--- config.mk ---
export PLATFORM = sky130hd
export DESIGN_NAME = spi_i2s_dma_req_flat
export DESIGN_NICKNAME = d
export VERILOG_FILES = /design/src/rtl/spi_i2s_dma_if.sv /design/src/rtl/spi_i2s_dma_req.sv /design/src/flat_wrapper.sv
export SDC_FILE = /design/constraint.sdc
export NUM_CORES = 1
export LEC_CHECK = 0
export CORE_MARGIN = 4
export CORE_UTILIZATION = 35
export CTS_CLUSTER_SIZE = 24
export DETAILED_ROUTE_END_ITERATION = 10
export PLACE_DENSITY = 0.76
export SYNTH_ARGS = -nofsm -noshare
export SYNTH_HDL_FRONTEND = slang
export SYNTH_SLANG_ARGS = --single-unit
--- constraint.sdc ---
create_clock -name pclk -period 2 [get_ports pclk]
set_clock_uncertainty 0.15 [all_clocks]
set_input_delay 0.4 -clock pclk [delete_from_list [all_inputs] [get_ports pclk]]
set_output_delay 0.4 -clock pclk [all_outputs]
set_load 0.01 [all_outputs]
--- src/rtl/spi_i2s_dma_if.sv ---
// Signal bundle between the SPI/I2S data-register/FIFO side, the DMA engine and spi_i2s_dma_req.
// tx_state/rx_state expose each channel FSM (0 IDLE, 1 WAIT, 2 REQ, 3 BURST, 4 HOLD, 5 DONE).
interface spi_i2s_dma_if #(
  parameter int LEN_W = 16
);
  logic             tx_en;
  logic             rx_en;
  logic [3:0]       tx_burst;
  logic [3:0]       rx_burst;
  logic [LEN_W-1:0] tx_len;
  logic [LEN_W-1:0] rx_len;
  logic [3:0]       tx_fifo_space;
  logic [3:0]       rx_fifo_fill;
  logic             dr_wr;
  logic             dr_rd;
  logic             dma_tx_ack;
  logic             dma_rx_ack;
  logic             dma_tx_req;
  logic             dma_rx_req;
  logic             dma_tx_last;
  logic             dma_rx_last;
  logic             tx_done;
  logic             rx_done;
  logic [LEN_W-1:0] tx_remain;
  logic [LEN_W-1:0] rx_remain;
  logic [2:0]       tx_state;
  logic [2:0]       rx_state;

  // Handshake: dma_*_req stays high until the DMA engine returns a one-cycle dma_*_ack; req
  // drops on the edge that samples the ack, and the burst's beats then arrive as dr_wr/dr_rd strobes.
  modport slave (
    input  tx_en, rx_en, tx_burst, rx_burst, tx_len, rx_len, tx_fifo_space, rx_fifo_fill,
    input  dr_wr, dr_rd, dma_tx_ack, dma_rx_ack,
    output dma_tx_req, dma_rx_req, dma_tx_last, dma_rx_last, tx_done, rx_done,
    output tx_remain, rx_remain, tx_state, rx_state
  );

  modport master (
    output tx_en, rx_en, tx_burst, rx_burst, tx_len, rx_len, tx_fifo_space, rx_fifo_fill,
    output dr_wr, dr_rd, dma_tx_ack, dma_rx_ack,
    input  dma_tx_req, dma_rx_req, dma_tx_last, dma_rx_last, tx_done, rx_done,
    input  tx_remain, rx_remain, tx_state, rx_state
  );
endinterface

--- src/rtl/spi_i2s_dma_req.sv ---
// DMA request generator for the SPI/I2S peripheral: two identical burst-request channels.
// Define SPI_I2S_DMA_LEN_EN for length counting (last/remain/done); otherwise channels stream forever.
module spi_i2s_dma_chan #(
  parameter int LEN_W      = 16,
  parameter int FIFO_DEPTH = 8
) (
  input  logic             clk_i,
  input  logic             rst_i,
  input  logic             en_i,
  input  logic [3:0]       burst_i,
  input  logic [LEN_W-1:0] len_i,
  input  logic [3:0]       level_i,
  input  logic             strobe_i,
  input  logic             ack_i,
  output logic             req_o,
  output logic             last_o,
  output logic             done_o,
  output logic [LEN_W-1:0] remain_o,
  output logic [2:0]       state_o
);
  typedef enum logic [2:0] {
    S_IDLE  = 3'd0,
    S_WAIT  = 3'd1,
    S_REQ   = 3'd2,
    S_BURST = 3'd3,
    S_HOLD  = 3'd4,
    S_DONE  = 3'd5
  } state_e;

  localparam logic [4:0] DEPTH_C = 5'(FIFO_DEPTH);

  state_e     state_q;
  logic       en_q;
  logic [3:0] beat_q;
  logic       req_q;
  logic       last_q;
  logic       done_q;
  logic [3:0] burst_c;
  logic [3:0] eff;

  always_comb begin
    burst_c = burst_i;
    if (burst_i == 4'd0) begin
      burst_c = 4'd1;
    end else if ({1'b0, burst_i} > DEPTH_C) begin
      burst_c = DEPTH_C[3:0];
    end
  end

`ifdef SPI_I2S_DMA_LEN_EN
  logic [LEN_W-1:0] remain_q;
  logic             is_last;

  // The final burst shrinks to whatever is left of the transfer.
  assign eff      = (remain_q < LEN_W'(burst_c)) ? remain_q[3:0] : burst_c;
  assign is_last  = (remain_q <= LEN_W'(burst_c));
  assign remain_o = remain_q;
`else
  logic unused_len;

  assign eff        = burst_c;
  assign remain_o   = '0;
  assign unused_len = ^len_i;
`endif

  always_ff @(posedge clk_i or posedge rst_i) begin
    if (rst_i) begin
      state_q  <= S_IDLE;
      en_q     <= 1'b0;
      beat_q   <= 4'd0;
      req_q    <= 1'b0;
      last_q   <= 1'b0;
      done_q   <= 1'b0;
`ifdef SPI_I2S_DMA_LEN_EN
      remain_q <= '0;
`endif
    end else begin
      en_q   <= en_i;
      done_q <= 1'b0;
      if (!en_i) begin
        // Dropping the enable aborts from any state; remain keeps its value for software.
        state_q <= S_IDLE;
        req_q   <= 1'b0;
        last_q  <= 1'b0;
      end else begin
        case (state_q)
          S_IDLE: begin
            if (!en_q) begin
`ifdef SPI_I2S_DMA_LEN_EN
              remain_q <= len_i;
              if (len_i == '0) begin
                state_q <= S_DONE;
                done_q  <= 1'b1;
              end else begin
                state_q <= S_WAIT;
              end
`else
              state_q <= S_WAIT;
`endif
            end
          end
          S_WAIT: begin
            if (level_i >= eff) begin
              state_q <= S_REQ;
              req_q   <= 1'b1;
`ifdef SPI_I2S_DMA_LEN_EN
              last_q  <= is_last;
`endif
            end
          end
          S_REQ: begin
            if (ack_i) begin
              state_q <= S_BURST;
              beat_q  <= eff;
              req_q   <= 1'b0;
              last_q  <= 1'b0;
            end
          end
          S_BURST: begin
            if (strobe_i) begin
              beat_q <= beat_q - 4'd1;
`ifdef SPI_I2S_DMA_LEN_EN
              if (remain_q != '0) begin
                remain_q <= remain_q - LEN_W'(1);
              end
`endif
              if (beat_q == 4'd1) begin
                state_q <= S_HOLD;
              end
            end
          end
          S_HOLD: begin
            // One idle cycle lets the FIFO level reflect the finished burst.
`ifdef SPI_I2S_DMA_LEN_EN
            if (remain_q == '0) begin
              state_q <= S_DONE;
              done_q  <= 1'b1;
            end else begin
              state_q <= S_WAIT;
            end
`else
            state_q <= S_WAIT;
`endif
          end
          S_DONE: begin
            state_q <= S_IDLE;
          end
          default: begin
            state_q <= S_IDLE;
          end
        endcase
      end
    end
  end

  assign req_o   = req_q;
  assign last_o  = last_q;
  assign done_o  = done_q;
  assign state_o = state_q;
endmodule

module spi_i2s_dma_req #(
  parameter int LEN_W      = 16,
  parameter int FIFO_DEPTH = 8
) (
  input logic          pclk,
  input logic          rst,
  spi_i2s_dma_if.slave bus
);
  spi_i2s_dma_chan #(.LEN_W(LEN_W), .FIFO_DEPTH(FIFO_DEPTH)) u_tx (
    .clk_i    (pclk),
    .rst_i    (rst),
    .en_i     (bus.tx_en),
    .burst_i  (bus.tx_burst),
    .len_i    (bus.tx_len),
    .level_i  (bus.tx_fifo_space),
    .strobe_i (bus.dr_wr),
    .ack_i    (bus.dma_tx_ack),
    .req_o    (bus.dma_tx_req),
    .last_o   (bus.dma_tx_last),
    .done_o   (bus.tx_done),
    .remain_o (bus.tx_remain),
    .state_o  (bus.tx_state)
  );

  spi_i2s_dma_chan #(.LEN_W(LEN_W), .FIFO_DEPTH(FIFO_DEPTH)) u_rx (
    .clk_i    (pclk),
    .rst_i    (rst),
    .en_i     (bus.rx_en),
    .burst_i  (bus.rx_burst),
    .len_i    (bus.rx_len),
    .level_i  (bus.rx_fifo_fill),
    .strobe_i (bus.dr_rd),
    .ack_i    (bus.dma_rx_ack),
    .req_o    (bus.dma_rx_req),
    .last_o   (bus.dma_rx_last),
    .done_o   (bus.rx_done),
    .remain_o (bus.rx_remain),
    .state_o  (bus.rx_state)
  );
endmodule

--- src/flat_wrapper.sv ---
// flat-port wrapper written by rule: the top's interface ports become plain ports
module spi_i2s_dma_req_flat 
#(
  parameter int LEN_W      = 16,
  parameter int FIFO_DEPTH = 8
)
  (pclk, rst, bus_tx_en, bus_rx_en, bus_tx_burst, bus_rx_burst, bus_tx_len, bus_rx_len, bus_tx_fifo_space, bus_rx_fifo_fill, bus_dr_wr, bus_dr_rd, bus_dma_tx_ack, bus_dma_rx_ack, bus_dma_tx_req, bus_dma_rx_req, bus_dma_tx_last, bus_dma_rx_last, bus_tx_done, bus_rx_done, bus_tx_remain, bus_rx_remain, bus_tx_state, bus_rx_state);
  spi_i2s_dma_if #(.LEN_W(LEN_W)) bus_i ();
  input logic pclk;
  input logic rst;
  input wire logic [$bits(bus_i.tx_en)-1:0] bus_tx_en;
  input wire logic [$bits(bus_i.rx_en)-1:0] bus_rx_en;
  input wire logic [$bits(bus_i.tx_burst)-1:0] bus_tx_burst;
  input wire logic [$bits(bus_i.rx_burst)-1:0] bus_rx_burst;
  input wire logic [$bits(bus_i.tx_len)-1:0] bus_tx_len;
  input wire logic [$bits(bus_i.rx_len)-1:0] bus_rx_len;
  input wire logic [$bits(bus_i.tx_fifo_space)-1:0] bus_tx_fifo_space;
  input wire logic [$bits(bus_i.rx_fifo_fill)-1:0] bus_rx_fifo_fill;
  input wire logic [$bits(bus_i.dr_wr)-1:0] bus_dr_wr;
  input wire logic [$bits(bus_i.dr_rd)-1:0] bus_dr_rd;
  input wire logic [$bits(bus_i.dma_tx_ack)-1:0] bus_dma_tx_ack;
  input wire logic [$bits(bus_i.dma_rx_ack)-1:0] bus_dma_rx_ack;
  output wire logic [$bits(bus_i.dma_tx_req)-1:0] bus_dma_tx_req;
  output wire logic [$bits(bus_i.dma_rx_req)-1:0] bus_dma_rx_req;
  output wire logic [$bits(bus_i.dma_tx_last)-1:0] bus_dma_tx_last;
  output wire logic [$bits(bus_i.dma_rx_last)-1:0] bus_dma_rx_last;
  output wire logic [$bits(bus_i.tx_done)-1:0] bus_tx_done;
  output wire logic [$bits(bus_i.rx_done)-1:0] bus_rx_done;
  output wire logic [$bits(bus_i.tx_remain)-1:0] bus_tx_remain;
  output wire logic [$bits(bus_i.rx_remain)-1:0] bus_rx_remain;
  output wire logic [$bits(bus_i.tx_state)-1:0] bus_tx_state;
  output wire logic [$bits(bus_i.rx_state)-1:0] bus_rx_state;
  assign bus_i.tx_en = bus_tx_en;
  assign bus_i.rx_en = bus_rx_en;
  assign bus_i.tx_burst = bus_tx_burst;
  assign bus_i.rx_burst = bus_rx_burst;
  assign bus_i.tx_len = bus_tx_len;
  assign bus_i.rx_len = bus_rx_len;
  assign bus_i.tx_fifo_space = bus_tx_fifo_space;
  assign bus_i.rx_fifo_fill = bus_rx_fifo_fill;
  assign bus_i.dr_wr = bus_dr_wr;
  assign bus_i.dr_rd = bus_dr_rd;
  assign bus_i.dma_tx_ack = bus_dma_tx_ack;
  assign bus_i.dma_rx_ack = bus_dma_rx_ack;
  assign bus_dma_tx_req = bus_i.dma_tx_req;
  assign bus_dma_rx_req = bus_i.dma_rx_req;
  assign bus_dma_tx_last = bus_i.dma_tx_last;
  assign bus_dma_rx_last = bus_i.dma_rx_last;
  assign bus_tx_done = bus_i.tx_done;
  assign bus_rx_done = bus_i.rx_done;
  assign bus_tx_remain = bus_i.tx_remain;
  assign bus_rx_remain = bus_i.rx_remain;
  assign bus_tx_state = bus_i.tx_state;
  assign bus_rx_state = bus_i.rx_state;
  spi_i2s_dma_req #(.LEN_W(LEN_W), .FIFO_DEPTH(FIFO_DEPTH)) u_core (.pclk(pclk), .rst(rst), .bus(bus_i));
endmodule
Yosys cells after proc, flatten, opt, wreduce, memory -nomap -nowiden --
Cells that the tools add are included.
Word-level totals: flip-flop bits (word level) 20, input bits 56, output and inout port bits 44, logic and storage cells 96
Operators by class: muxes and demuxes 36, magnitude comparators 4, add/sub/neg operators 2, eq/ne operators 30, reductions and logical operators 14
Operators with widths (number):
- 2-to-1 mux 3 bit | 12
- 2-to-1 mux 4 bit | 8
- inequality test 3 bit, second input constant | 10
- one-hot mux 3 bit (5 select lines) | 2
- one-hot mux 4 bit (2 select lines) | 2
- equality test 3 x 2 -> 1 bit, second input constant | 4
- 2-to-1 mux 1 bit | 10
- AND reduction 5 bit | 2
- equality test 4 x 1 -> 1 bit, second input constant | 2
- >= comparator 4 bit | 2
- greater-than comparator 4 bit, second input constant | 2
- zero test 4 bit | 2
- inequality test 2 x 1 -> 1 bit, second input constant | 4
- inequality test 2 bit, second input constant | 4
- AND reduction 4 bit | 2
- subtractor 4 x 1 -> 4 bit, second input constant | 2
- equality test 3 x 1 -> 1 bit, second input constant | 2
- equality test 3 bit, second input constant | 2
- zero test 3 bit | 2
- inequality test 3 x 1 -> 1 bit, second input constant | 2
- AND reduction 3 bit | 2
- one-hot mux 1 bit (2 select lines) | 2
- AND reduction 2 bit | 2
- nonzero test 2 bit | 2

Longest topological paths before layout --
depth in word-level cells 7, gate-level depth with buffers 8, gate-level depth less buffers 8

Modules after synthesis --
From an unflattened synthesis, not the netlist that was laid out.
Second synthesis, totals: cell total of the unflattened synthesis 188, area total of the unflattened synthesis 1584.0 um2
Modules (own cells, without submodules):
- spi_i2s_dma_chan | area each 792.0 um2, sequential area each 225.2 um2, instances 2, cells each 94

Least setup slack after synthesis --
Ideal clock, no wire load.
path kind in2reg, start input port bus_tx_burst[2], end register u_core.u_tx.state_q[1] (netlist: u_core.u_tx.state_o[1]), setup slack 0.057 ns, arrival time 1.673 ns, required time 1.730 ns, path buffers 0, stages 8, setup time 0.120 ns, cells stage by stage nor2_1 nor2_1 nor2_1 ha_1 nand2b_4 a2111oi_4 o21bai_1 a31o_1
Between the ends: word-level cells in the longest chain between the ends 6, elaborated cells between the ends (all ways) 7, classes of those cells order compare: 2; eq/ne: 1; mux: 2; reduce/logical: 2
Ends and longest elaborated chain:
- start, declared | line flat_wrapper.sv:13 | input wire logic [$bits(bus_i.tx_burst)-1:0] bus_tx_burst;
- greater-than comparator 4 bit | line spi_i2s_dma_req.sv:45 | end else if ({1'b0, burst_i} > DEPTH_C) begin
- 2-to-1 mux 4 bit | line spi_i2s_dma_req.sv:45
- 2-to-1 mux 4 bit * | line spi_i2s_dma_req.sv:43 | if (burst_i == 4'd0) begin
- >= comparator 4 bit * | line spi_i2s_dma_req.sv:103 | if (level_i >= eff) begin
- inequality test 3 bit (no source line) *
- AND reduction 5 bit (no source line) *
- end signal, assigned | line spi_i2s_dma_req.sv:98 | state_q <= S_WAIT;
- end signal, assigned | line spi_i2s_dma_req.sv:104 | state_q <= S_REQ;
- end signal, assigned | line spi_i2s_dma_req.sv:113 | state_q <= S_BURST;
- end, declared | line spi_i2s_dma_req.sv:32 | state_e state_q;
Mark *: on every way between the ends. The rest lies on a longest branch, timed or not. A chain may end at the register's enable or synchronous reset.

Worst setup path after layout --
start input port bus_tx_burst[1], end register u_core.u_tx.req_q (netlist: u_core.u_tx.req_o)
Between the ends: word-level cells in the longest chain between the ends 6, elaborated cells between the ends (all ways) 7, classes of those cells order compare: 2; eq/ne: 1; mux: 2; reduce/logical: 2
Ends and longest elaborated chain:
- greater-than comparator 4 bit | line spi_i2s_dma_req.sv:45
- 2-to-1 mux 4 bit | line spi_i2s_dma_req.sv:45
- 2-to-1 mux 4 bit * | line spi_i2s_dma_req.sv:43
- >= comparator 4 bit * | line spi_i2s_dma_req.sv:103
- inequality test 3 bit (no source line) *
- AND reduction 3 bit (no source line) *
- end signal, assigned | line spi_i2s_dma_req.sv:71 | req_q <= 1'b0;
- end signal, assigned | line spi_i2s_dma_req.sv:105 | req_q <= 1'b1;
- end signal, assigned | line spi_i2s_dma_req.sv:115 | req_q <= 1'b0;
- end, declared | line spi_i2s_dma_req.sv:35 | logic req_q;
Marks and branches as above.

==> flow_summary.yaml <==
yosys:
  ys_ff_latch: 18
  synth_cell_type_count: 44
  synth_edf_count: 0
  synthFlopType: "dfrtp_1"
  async_flop_share_pct: 100
  synth_area_sq_mm: 0.00165
  syn_inst: 179
  seq_area_frac_synth_pct: 27.3
  ys_warn_count: 0
  synth_area_per_cell_sq_um: 9.23
sta:
  maxSlewViolCount: 0
  hold_viol: 0
  finalCriticalPeriod_ns: 1.97
  fin_crit_sh_pct: 98.7
  fmax_ghz: 0.507
  hold_ws_ns: 0.310
  setup_viol: 0
final_layout:
  antenna_cells: 0
  drive_gt1_share_pct: 21.7
  final_common_cell: "conb_1"
  nets: 299
  final_cell_mix: "36 x conb_1, 22 x clkdlybuf4s50_1, 20 x buf_4, 16 x dfrtp_1, 14 x nor2_1"
  area_delta_synth_final_pct: 27.6
  utilization_pct: 47.1
  design_area_sq_mm: 0.00211
floorplanning:
  fp.dieW_um: 76.7
  die_h_um: 76.7
  num_io_pins: 100
  start_util_pct: 36.9
  core_area_sq_mm: 0.00447
  die-area_sq_mm: 0.00589
  rows: 24
cts:
  cts_buffers: 3
  cts_sinks: 18
  ctsHtreeMaxLevel: 1
  clockBufferDepth: 2
  clkTransAtPathRegs_ns: 0.07
  postCtsHoldBufs: 0
  cts_root_buf: "clkbuf_8"
  clk_latency_ns: 0.25
  cts_tree: "done"
critical_path:
  cp.required_ns: 1.99
  slowest_delay_ns: 0.30
  startpoint_type: "input port"
  cpMaxStageDelayCell: "a2111oi_4"
  crit_fanout: 2
  crit_type: "in2reg"
  crit_chain: "dlygate4sd2_1 > nor2_1 > nor2_1 > nor2_1 > ha_1 > nand2b_4 > a2111oi_4 > nor3_1 > o221a_1"
  crit_path_end_kind: "flip-flop"
  crit_top_cell: "nor2_1"
  cp.arrival_ns: 1.97
route:
  drtIter0Drc: 39
  viasPerCell: 4.47
  wl_per_cell_um: 11.4
  drcViolationCount: 0
  first_pass_iters: 4
  vias: 1261
  drtAntennaViolNets: 0
  routed_wl_um: 3220
power_and_ir_drop:
  p_total_uw: 1680
  p_per_area_mw_per_mm2: 798
  p_leak_uw: 0.00105
  irDropWorstVdd_v: 0.000292
flow_run:
  cap_violations: 0
global_route:
  grt_max_degree: 19
  grt_pass1_vias: 1193
  antenna_found_initial: 0
  grt_pass1_wl_um: 5230
  grtUsageTotal_pct: 10.8
  grt_overflow: 0
placement:
  placed_cell_area_sq_mm: 0.00199
  dp_hpwl_um: 2630
  port_buffers: 31
  globalplace.congestion: 0.723
run_status:
  outcome: "finished, final reports clean"
min_path:
  hold_path_class: "in2async"
what timing repair did:
action                                  4_1_cts  5_1_grt
endpoints found under the setup margin        6        7
resized for setup                            16        8
pin swaps                                    15        7
setup buffers                                 2        1
power breakdown:
group	total [uW]	internal [uW]	switching (uW)	leakage [uW]
logic	742	405	337	0.000792
registers	643	484	160	0.000227
clock network	298	175	123	0.0000288
sequential cells by signal (all words and copies together) (netlist names):
| register | count |
|---|---|
| u_core.u_rx.beat_q | 4 |
| u_core.u_rx.en_q | 1 |
| u_core.u_rx.req_o | 1 |
| u_core.u_rx.state_o | 3 |
| u_core.u_tx.beat_q | 4 |
| u_core.u_tx.en_q | 1 |
| u_core.u_tx.req_o | 1 |
| u_core.u_tx.state_o | 3 |
metal layers:
metal  vias up  GRT usage, %  share of wire [%]
li1        643             -                  -
met1       576          12.2                 42
met2        38          19.2                 50
met3         4          2.93                6.9
met4         0          4.17               0.99
met5         -             0                  0
worst max-delay path: cells and delay by family:
kind / cells / cell delay, ns
buffers and inverters: 1 / 0.24
AOI/OAI and AO/OA: 2 / 0.56
adders and majority gates: 1 / 0.25
and+or+nand+nor: 5 / 0.50
cell usage after synthesis, drive strengths merged (4+ instances only):
library cell,n,area (sq um)
o21ai,9,45.0
nor3,4,20.0
ha,12,150
inv,14,52.6
buf,39,297
nand2,10,37.5
nor2,14,52.6
a21oi,7,57.6
nand3b,5,70.1
nand2b,9,78.8
dfrtp,18,450
worst paths after layout:
path | startpoint | endpoint | slack (ns) | cells past startpoint
min in group pclk | u_core.u_rx.beat_q[3] | u_core.u_rx.beat_q[3] | 0.39 | 1
worst min register to register | u_core.u_rx.beat_q[3] | u_core.u_rx.beat_q[3] | 0.39 | 1
worst max-delay path | bus_tx_burst[1] | u_core.u_tx.req_o | 0.03 | 9
worst max register to register | u_core.u_rx.beat_q[1] | u_core.u_rx.state_o[0] | 0.35 | 6
worst min-delay path | rst | u_core.u_tx.beat_q[1] | 0.31 | 3
max in group asynchronous | rst | u_core.u_tx.state_o[1] | 1.18 | 3
metrics by stage:
step | instances | setup slack (ns) | setup TNS, ns
floorplan | 214 | 0.0569 | 0
global placement | 275 | -0.437 | -2.30
detailed placement | 275 | -0.507 | -2.51
CTS | 281 | 0.0106 | 0
global route | 282 | -0.0163 | -0.0163
finish | 282 | 0.0265 | 0
kinds of logic after synthesis:
logic type	Yosys count	synth area share, %
AND/OR/NAND/NOR	55	21.2
XOR/XNOR	1	0.530
multiplexers	4	3.03
adder cells (fa/ha/maj)	12	9.08
buffers and inverters	53	21.1
other	1	0.227
AO/OA/AOI/OAI	35	17.6
flip-flops	18	27.3
final cells by class:
type                    count  area [sq um]
multi-input cells         143          1030
clock buffers               4          55.1
flip-flops and latches     18           453
inverters                  14          52.6
fillers                   431          2370
well taps                  52          65.1
repair buffers             51           449
Power figures use the tool's default switching activity.
==> RTL edit, RTL diff (config.mk and constraints unchanged) <==
`FIFO_DEPTH` is set to 8 in 3 places; all go to 4.
--- a/src/rtl/spi_i2s_dma_req.sv
+++ b/src/rtl/spi_i2s_dma_req.sv
@@ -2,7 +2,7 @@
 // Define SPI_I2S_DMA_LEN_EN for length counting (last/remain/done); otherwise channels stream forever.
 module spi_i2s_dma_chan #(
   parameter int LEN_W      = 16,
-  parameter int FIFO_DEPTH = 8
+  parameter int FIFO_DEPTH = 4
 ) (
   input  logic             clk_i,
   input  logic             rst_i,
@@ -161,7 +161,7 @@
 
 module spi_i2s_dma_req #(
   parameter int LEN_W      = 16,
-  parameter int FIFO_DEPTH = 8
+  parameter int FIFO_DEPTH = 4
 ) (
   input logic          pclk,
   input logic          rst,
--- a/src/flat_wrapper.sv
+++ b/src/flat_wrapper.sv
@@ -2,7 +2,7 @@
 module spi_i2s_dma_req_flat 
 #(
   parameter int LEN_W      = 16,
-  parameter int FIFO_DEPTH = 8
+  parameter int FIFO_DEPTH = 4
 )
   (pclk, rst, bus_tx_en, bus_rx_en, bus_tx_burst, bus_rx_burst, bus_tx_len, bus_rx_len, bus_tx_fifo_space, bus_rx_fifo_fill, bus_dr_wr, bus_dr_rd, bus_dma_tx_ack, bus_dma_rx_ack, bus_dma_tx_req, bus_dma_rx_req, bus_dma_tx_last, bus_dma_rx_last, bus_tx_done, bus_rx_done, bus_tx_remain, bus_rx_remain, bus_tx_state, bus_rx_state);
   spi_i2s_dma_if #(.LEN_W(LEN_W)) bus_i ();
Function: changed (Yosys sat finds a counterexample within 4 cycles, from zero or initial values and one cycle with rst high).
==> RTL edit against the unedited design <==
First-iteration DRC count increased by 23%. Worst hold slack about the same. Area after synthesis decreased by 8.3%. Power decreased by 7.2%. Die area decreased by 7.4%. Sequential cell count unchanged. Core utilization increased by 0.86 points. Synthesized cell count increased by 0.56%. Routed wire length increased by 1.5%. Cell area decreased by 7.0%. Worst setup slack got worse by 23 ps. Critical endpoint is now u_core.u_rx.state_o[1]$_DFFE_PP0P_. Largest power group unchanged. Highest routed layer is now met3.
==> RTL edit: results (changes against the unedited design) <==
run status=complete, no violations; Setup crit start=bus_rx_burst[0]; P_leak=0.947 nW (-9.6%); all-layer global routing usage=11.2% (+0.40 points); Longest Clk Path Bufs=2 (unchanged); DR vias=1286 (+2.0%); hold slack=310 ps (+0.271 ps); filler cell count=402 (-6.7%); total placed instance area=0.00183 mm^2 (-8.2%); CP max-delay cell=a2111o_1; initial antenna violation count=0 (unchanged); delay-heaviest family, CP=compound AO/OA/AOI/OAI gates; Ant. Diodes=0 (unchanged); violation count after the first detailed-routing iteration=48 (+23%); Top Registers=u_core.u_rx.beat_q: 4 flops, u_core.u_tx.beat_q: 4 flops; leading post-synthesis cells by cell area=dfrtp_1 30%, buf_4 18%, ha_1 9.9%; CP Data Arrival Time=1990 ps (+20 ps); proportion of layout cells with a drive suffix above 1=14.6% (-7.1 points); FF-to-FF Start=u_core.u_rx.beat_q[1]$_DFFE_PP0P_; DP Wirelength=2.45 mm (-6.6%); delay of the slowest critical-path stage=430 ps (+130 ps); Commonest cells post-synth=36 x buf_4, 18 x dfrtp_1, 15 x inv_1, 15 x nor2_1; Cell variety after synth=42 (-4.5%); dpl ws=-602 ps (-95.0 ps); wire length per cell=11.8 um (+3.7%); largest net degree at the start of global routing=19 (unchanged); Buffers on Ports=31 (unchanged); GPL Wtd Cong=0.839 (+16%); CP Max Fanout=3 (+1); flop2flop setup slack=240 ps (-110 ps); total CTS buffers=3 (unchanged); Final nets=295 (-1.3%); post-synthesis sequential area ratio=29.7% (+2.5 points); first-pass GRT wire length=4.83 mm (-7.6%); peak supply drop=447 uV (+53%); number of synthesis warnings=0 (unchanged); vias in the first global route=1087 (-8.9%); worst setup path endpoint=u_core.u_rx.state_o[1]$_DFFE_PP0P_; Clock transition at path regs=70 ps (about the same); Final period util=99.8% (+1.2 points)
-- RTL edit: through the flow --
| stage | util [%] | cells |
|---|---|---|
| after floorplan | - | 216 |
| after global placement | 44.7 | 268 |
| after detailed placement | 44.7 | 268 |
| after CTS | 46.9 | 276 |
| after global routing | 48.0 | 276 |
| final | 48.0 | 276 |
-- RTL edit: logic make-up after synthesis --
logic type	Yosys count	synth area share [%]
other	2	0.495
DFF	18	29.7
and+or+nand+nor	53	18.4
adders and majority gates	12	9.90
buffers and inverters	54	22.4
AOI/OAI and AO/OA	41	19.1
-- RTL edit: layout make-up --
class | instances | area (um^2) | area share [%]
clock buffer | 4 | 55.1 | 2.81
inverter | 15 | 56.3 | 2.87
multi-input combinational | 144 | 915 | 46.6
sequential | 18 | 450 | 23.0
tap | 50 | 62.6 | 3.19
timing repair buffer | 45 | 422 | 21.5
-- RTL edit: repair_timing --
action                     in CTS  in global routing
setup endpoints to repair       7                  5
pin swaps                       8                  9
setup buffers                   4                  0
resized for setup              17                 10
-- RTL edit: layer usage --
metal / track usage (%) / part of all wire (%)
met4: 2.41 / 0
met5: 0 / 0
met1: 14.7 / 43
met3: 3.15 / 7.5
met2: 18.2 / 49
-- RTL edit: worst min-delay path, cell delays in order --
cell	delay [ps]
clkdlybuf4s50_1	390
inv_1	50
buf_4	250
-- RTL edit: power breakdown --
part           switching (mW)  total (mW)  internal (mW)
logic                   0.329       0.649          0.320
registers               0.134       0.610          0.475
clock network           0.129       0.303          0.175
total                   0.592        1.56          0.971
